**config.mk**
```make
export PLATFORM = sky130hd
export DESIGN_NAME = clk_gate_ctrl
export DESIGN_NICKNAME = d
export VERILOG_FILES = /design/src/rtl/clk_gate_ctrl.sv
export SDC_FILE = /design/constraint.sdc
export NUM_CORES = 1
export LEC_CHECK = 0
export BUFFER_PORTS_ARGS = -buffer_cell sky130_fd_sc_hd__buf_2
export CAP_MARGIN = 0
export CORE_AREA = 2 2 39 41
export CTS_CLUSTER_SIZE = 40
export DETAILED_ROUTE_END_ITERATION = 12
export DIE_AREA = 0 0 41 43
export GPL_TIMING_DRIVEN = 1
export PLACE_DENSITY = 0.74
export SKIP_LAST_GASP = 1
export SYNTH_ARGS = -nofsm -noshare
export SYNTH_HDL_FRONTEND = slang
export SYNTH_SLANG_ARGS = --single-unit
```
**constraint.sdc**
```tcl
create_clock -name clk_i -period 2.8 [get_ports clk_i]
set_input_delay 0.14 -clock clk_i [delete_from_list [all_inputs] [get_ports clk_i]]
set_output_delay 0.14 -clock clk_i [all_outputs]
set_load 0.005 [all_outputs]
```
**src/rtl/clk_gate_ctrl.sv**
```systemverilog
// clk_gate_ctrl
//
// Clock-gate sequencer for one gated clock branch. It merges NREQ client
// requests and a force-on input into a single registered gate enable. The
// enable comes up first. Clients are acknowledged only after WAKE_CYC cycles,
// so the clock tree has time to settle. After the last request goes away, the
// clock stays on for IDLE_CYC cycles of hysteresis before it is gated off.
// The block lives in the always-on domain and runs on the ungated root clock.
//
// Parameters
//   NREQ      number of requesters (>= 1)
//   WAKE_CYC  cycles EN is high before any ACK may assert (>= 1)
//   IDLE_CYC  cycles EN stays high after the last request drops (>= 1)
//   CW        counter width, 2**CW > max(WAKE_CYC, IDLE_CYC) - 1
//
// Ports
//   clk_i    ungated root clock, rising edge
//   rst_i    asynchronous active-high reset
//   req_i    per-client level request
//   force_i  force-on; behaves like a request that never gets an ACK
//   en_o     registered enable to the integrated clock gate
//   ack_o    registered per-client grant; the clock is running while high
//   busy_o   registered, high whenever state_o != OFF
//   state_o  registered FSM state: OFF=0, WAKE=1, ON=2, HOLD=3
//
// States
//   OFF  | clock gated, no grants
//   WAKE | gate enabled, waiting for the tree to settle
//   ON   | clock running, grants follow requests with one cycle of lag
//   HOLD | no requests; clock kept running for the idle hysteresis

module clk_gate_ctrl #(
  parameter int NREQ     = 4,
  parameter int WAKE_CYC = 2,
  parameter int IDLE_CYC = 8,
  parameter int CW       = 4
) (
  input  logic            clk_i,
  input  logic            rst_i,
  input  logic [NREQ-1:0] req_i,
  input  logic            force_i,
  output logic            en_o,
  output logic [NREQ-1:0] ack_o,
  output logic            busy_o,
  output logic [1:0]      state_o
);

  typedef enum logic [1:0] {
    ST_OFF  = 2'd0,
    ST_WAKE = 2'd1,
    ST_ON   = 2'd2,
    ST_HOLD = 2'd3
  } state_e;

  localparam logic [CW-1:0] WAKE_LD = CW'(WAKE_CYC - 1);
  localparam logic [CW-1:0] IDLE_LD = CW'(IDLE_CYC - 1);
  localparam logic [CW-1:0] CNT_ONE = CW'(1);

  state_e          state_q, state_d;
  logic [CW-1:0]   cnt_q, cnt_d;
  logic            en_q, en_d;
  logic            busy_q, busy_d;
  logic [NREQ-1:0] ack_q, ack_d;

  logic any_req;
  logic cnt_zero;

  // FORCE counts as a request for sequencing, but it is never granted.
  assign any_req  = (|req_i) | force_i;
  assign cnt_zero = (cnt_q == '0);

  // State register. Reset clears everything at once, so EN drops straight
  // away. Glitch-free gating is left to the latch inside the clock gate.
  always_ff @(posedge clk_i or posedge rst_i) begin
    if (rst_i) begin
      state_q <= ST_OFF;
      cnt_q   <= '0;
      en_q    <= 1'b0;
      busy_q  <= 1'b0;
      ack_q   <= '0;
    end else begin
      state_q <= state_d;
      cnt_q   <= cnt_d;
      en_q    <= en_d;
      busy_q  <= busy_d;
      ack_q   <= ack_d;
    end
  end

  // Next state and counter. The counter counts down and does not wrap. It
  // only moves while it is nonzero in WAKE or HOLD.
  always_comb begin
    state_d = state_q;
    cnt_d   = cnt_q;
    unique case (state_q)
      ST_OFF: begin
        if (any_req) begin
          state_d = ST_WAKE;
          cnt_d   = WAKE_LD;
        end
      end
      ST_WAKE: begin
        // A request that drops during the wake interval does not cut it
        // short. The interval always runs to the end, then the FSM goes
        // to ON or HOLD.
        if (!cnt_zero) begin
          cnt_d = cnt_q - CNT_ONE;
        end else if (any_req) begin
          state_d = ST_ON;
        end else begin
          state_d = ST_HOLD;
          cnt_d   = IDLE_LD;
        end
      end
      ST_ON: begin
        if (!any_req) begin
          state_d = ST_HOLD;
          cnt_d   = IDLE_LD;
        end
      end
      ST_HOLD: begin
        // The clock never stopped, so a new request goes straight to ON
        // without another wake interval.
        if (any_req) begin
          state_d = ST_ON;
        end else if (cnt_zero) begin
          state_d = ST_OFF;
        end else begin
          cnt_d = cnt_q - CNT_ONE;
        end
      end
      default: begin
        state_d = ST_OFF;
        cnt_d   = '0;
      end
    endcase
  end

  // Registered outputs are derived from the next state. This keeps
  // "ACK != 0 implies ON and EN" true by construction. Grants copy the
  // sampled requests only while the FSM is in ON.
  always_comb begin
    en_d   = (state_d != ST_OFF);
    busy_d = (state_d != ST_OFF);
    ack_d  = (state_d == ST_ON) ? req_i : '0;
  end

  assign en_o    = en_q;
  assign busy_o  = busy_q;
  assign ack_o   = ack_q;
  assign state_o = state_q;

`ifndef SYNTHESIS
  a_ack_implies_on : assert property (@(posedge clk_i) disable iff (rst_i)
    (ack_q != '0) |-> (state_q == ST_ON && en_q));
  a_off_when_gated : assert property (@(posedge clk_i) disable iff (rst_i)
    !en_q |-> (state_q == ST_OFF));
`endif

endmodule

```
==> results list <==
- Placed Cells incl. Taps: 92
- TritonCTS built the clock tree.
* Total number of clock tree sinks: 11
- The die is 41 um wide.
* Syn Nets: 74
* Area grow syn2layout: 17.5%
- Max-slew violation total from the final report: 0
- Power spread over the standard cell area amounts to 461 mW/mm^2.
- Worst-case vdd ir drop: 0.000321 V
- The largest individual stage delay along the critical path comes from the cell nor4bb_1.
- Count of nets left with antenna violations after detail routing: 0
* Quantity of hold-fixing buffers added after cts: 1
- Yosys mapped the design onto 31 distinct sky130hd cell types.
* Required time at the worst-slack endpoint: 2.96 ns
- Residual DRC: 0
* Number of flops mapped to enable cells by yosys: 0
- Final HPWL DP: 899 um
* Worst hold path type: in2reg
- The multi-input combinational cells in the finished layout cover a total of 302 um^2.
- Cell leakage power: 0.000303 uW
- The share of the Yosys chip area taken by registers is 44.8%.
- The first global-routing pass estimated 2.04 mm of wire.
- The worst pin sits at a relative slew slack of 60.9%.
- Dividing the detail-routed via count by the number of cells gives 5.76.
* Worst-Margin Slew: 0.586 ns
- The Yosys step of the flow raised 0 warnings.
- Detailed routing inserted a total of 559 vias.
- Detailed-router iteration count before antenna repair: 4
- Setup repair after global routing missed its margin: false
* Number of buffers created by CTS: 3
- Highest Clock Rate: 528 MHz
* CTS max path bufs: 2
- In the synthesized netlist, the number of instances is 66.
* Clk Latency, worst-skew pair: 0.27 ns
* Most frequent cell after synthesis: dfrtp_1
- Count of port buffers added during placement: 14
- For this run, the number of standard cells in the final layout without fillers is 97.
- Count of routing violations after the opening detailed-route iteration: 13
* Startpoint-to-endpoint class of the critical path: reg2reg
* Main synth FF type: dfrtp_1
- Fill cells in the final layout number 128.
- The final layout contains 90 nets.
- Summed over all layers, the routed wires come to 1.23 mm.
* Critical Path, Cell by Cell: inv_1, ha_1, nor4bb_1, or3_1, a221oi_2, o2bb2a_1
- Total chip power: 333 uW
- Via count of the first global-routing pass: 470
- Measured along the y axis, the die boundary spans 43 um.
- Worst path arrival time: 2.05 ns
- After clock tree synthesis, the clock-pin slew on the worst setup and hold paths is 0.07 ns.
* Post-Synthesis Mean Instance Area: 9.31 um^2
- Endpoint kind of the worst setup timing path: register
- Overall die area: 0.00176 mm^2
* Library cell used as clock root buffer: clkbuf_4
* Area share of the leading cell type in the synthesized netlist: 44.8%
- Worst Skew: 0.00119 ns
* Total I/O pin count: 15
* Setup bufs post-CTS: 0
- Sorting the synthesized cells by area gives the leading types as dfrtp_1 (45%), nor2_1 (4.9%), nor2b_1 (4.1%).
* Average detailed-routed wire length per instance: 12.7 um
* Max Fanout on Critical Path: 7
- Cell area after synthesis: 614 um^2
* Commonest cells in the synthesized netlist: dfrtp_1 (11), nor2_1 (8), inv_1 (5)
- Setup-violating endpoint count in the final report: 0
- Routability-driven placement finished with a final weighted congestion of 0.814.
- Largest net degree at the start of global routing: 14
- Registers take 275 um^2.
- Post-CTS repair changed the size of 0 cells.
* Layout cell share with drive strength beyond 1: 24.7%
- Final critical path time including I/O delays and setup: 1.89 ns
- After synthesis, the share of flip-flops with an asynchronous set or reset is 100%.
- All-Layer GR Usage: 17.4%
- Period Utilization, post-route: 67.6%
- The initial antenna violation count is 0.
* Global route overflow: 0
- The run finished with clean final reports.
- H-tree levels: 1
* Post-synth top area cell: dfrtp_1
- Slowest cell delay on critical path: 0.46 ns
- STA classifies the critical path startpoint as a register.
* Hold Worst Slack: 0.104 ns
- Yosys reg bits: 11
* Max-cap violation count: 0
* Antenna Cells: 0
- The count of endpoints failing hold in the final timing report is 0.
- Once the floorplan was initialized, standard cells occupied 44.4% of the core.
* Core Region: 0.00138 mm^2
- Total negative setup slack: 0 ns
- Standard-cell rows: 14
[final cells by class]
| type | count | area share (%) |
|---|---|---|
| Clock buffer | 4 | 3.64 |
| Sequential cell | 11 | 38.1 |
| Inverter | 5 | 2.60 |
| Timing Repair Buffer | 15 | 11.1 |
| Tap cell | 16 | 2.77 |
| Multi-Input combinational cell | 46 | 41.8 |
[metal layers]
metal	wire length (um)	share of wire (%)	vias to the layer above	GRT usage (%)
li1	-	-	275	-
met1	543	44	265	24.9
met2	590	48	14	23.8
met3	61	5.0	5	3.14
met4	34	2.8	0	10.0
met5	0	0	-	0
[cells by family after synthesis]
family                   after synthesis  synth area share [%]
AO/OA/AOI/OAI                         18                  22.2
adder cells (fa/ha/maj)                1                  2.04
buffers and inverters                  9                  6.11
flip-flops                            11                  44.8
AND/OR/NAND/NOR                       27                  24.8
[critical path, delay by kind of cell (launching register included)]
kind,cells,cell delay [ns]
buffers and inverters,1,0.08
adder cells (fa/ha/maj),1,0.26
AO/OA/AOI/OAI,2,0.36
flip-flops,1,0.40
AND/OR/NAND/NOR,2,0.67
[layout by cell type, fill, tap and decap left out, drive strengths merged, types with 2 or more instances in the layout]
cell type  count
buf           14
dfrtp         11
nor2           8
inv            5
o21ai          4
nor2b          4
clkbuf         4
a21boi         2
nor3b          2
nand2          2
or3            2
nor3           2
o221ai         2
a221oi         2
[per-stage QoR]
stage	area, um^2	util, %	setup slack (ns)
CTS	722	52.2	0.924
floorplan	614	-	1.12
detailed placement	686	49.5	0.943
global route	722	52.2	0.790
global placement	686	49.5	1.02
finish	722	52.2	0.908
[sequential cells by signal, indices dropped and copies added, names as in the netlist]
name / count
ack_o: 4
busy_o: 1
cnt_q: 4
state_o: 2
[report_power, final]
| group | total, uW | switching [uW] | internal [uW] |
|---|---|---|---|
| Clock | 110 | 54.6 | 55.2 |
| Sequential | 180 | 9.99 | 170 |
| Combinational | 43.0 | 22.1 | 21.0 |
[final timing paths]
check                         start        to  slack (ns)  cells past startpoint
min in group asynchronous     rst_i  ack_o[0]        0.40                      3
hold reg to reg            cnt_q[1]  cnt_q[1]        0.53                      1
setup / recovery           cnt_q[0]  cnt_q[1]        0.91                      6
max in group asynchronous     rst_i  ack_o[2]        2.10                      3
hold / removal             req_i[2]  ack_o[2]        0.10                      2
setup reg to reg           cnt_q[0]  cnt_q[1]        0.91                      6
Power figures use the tool's default switching activity.
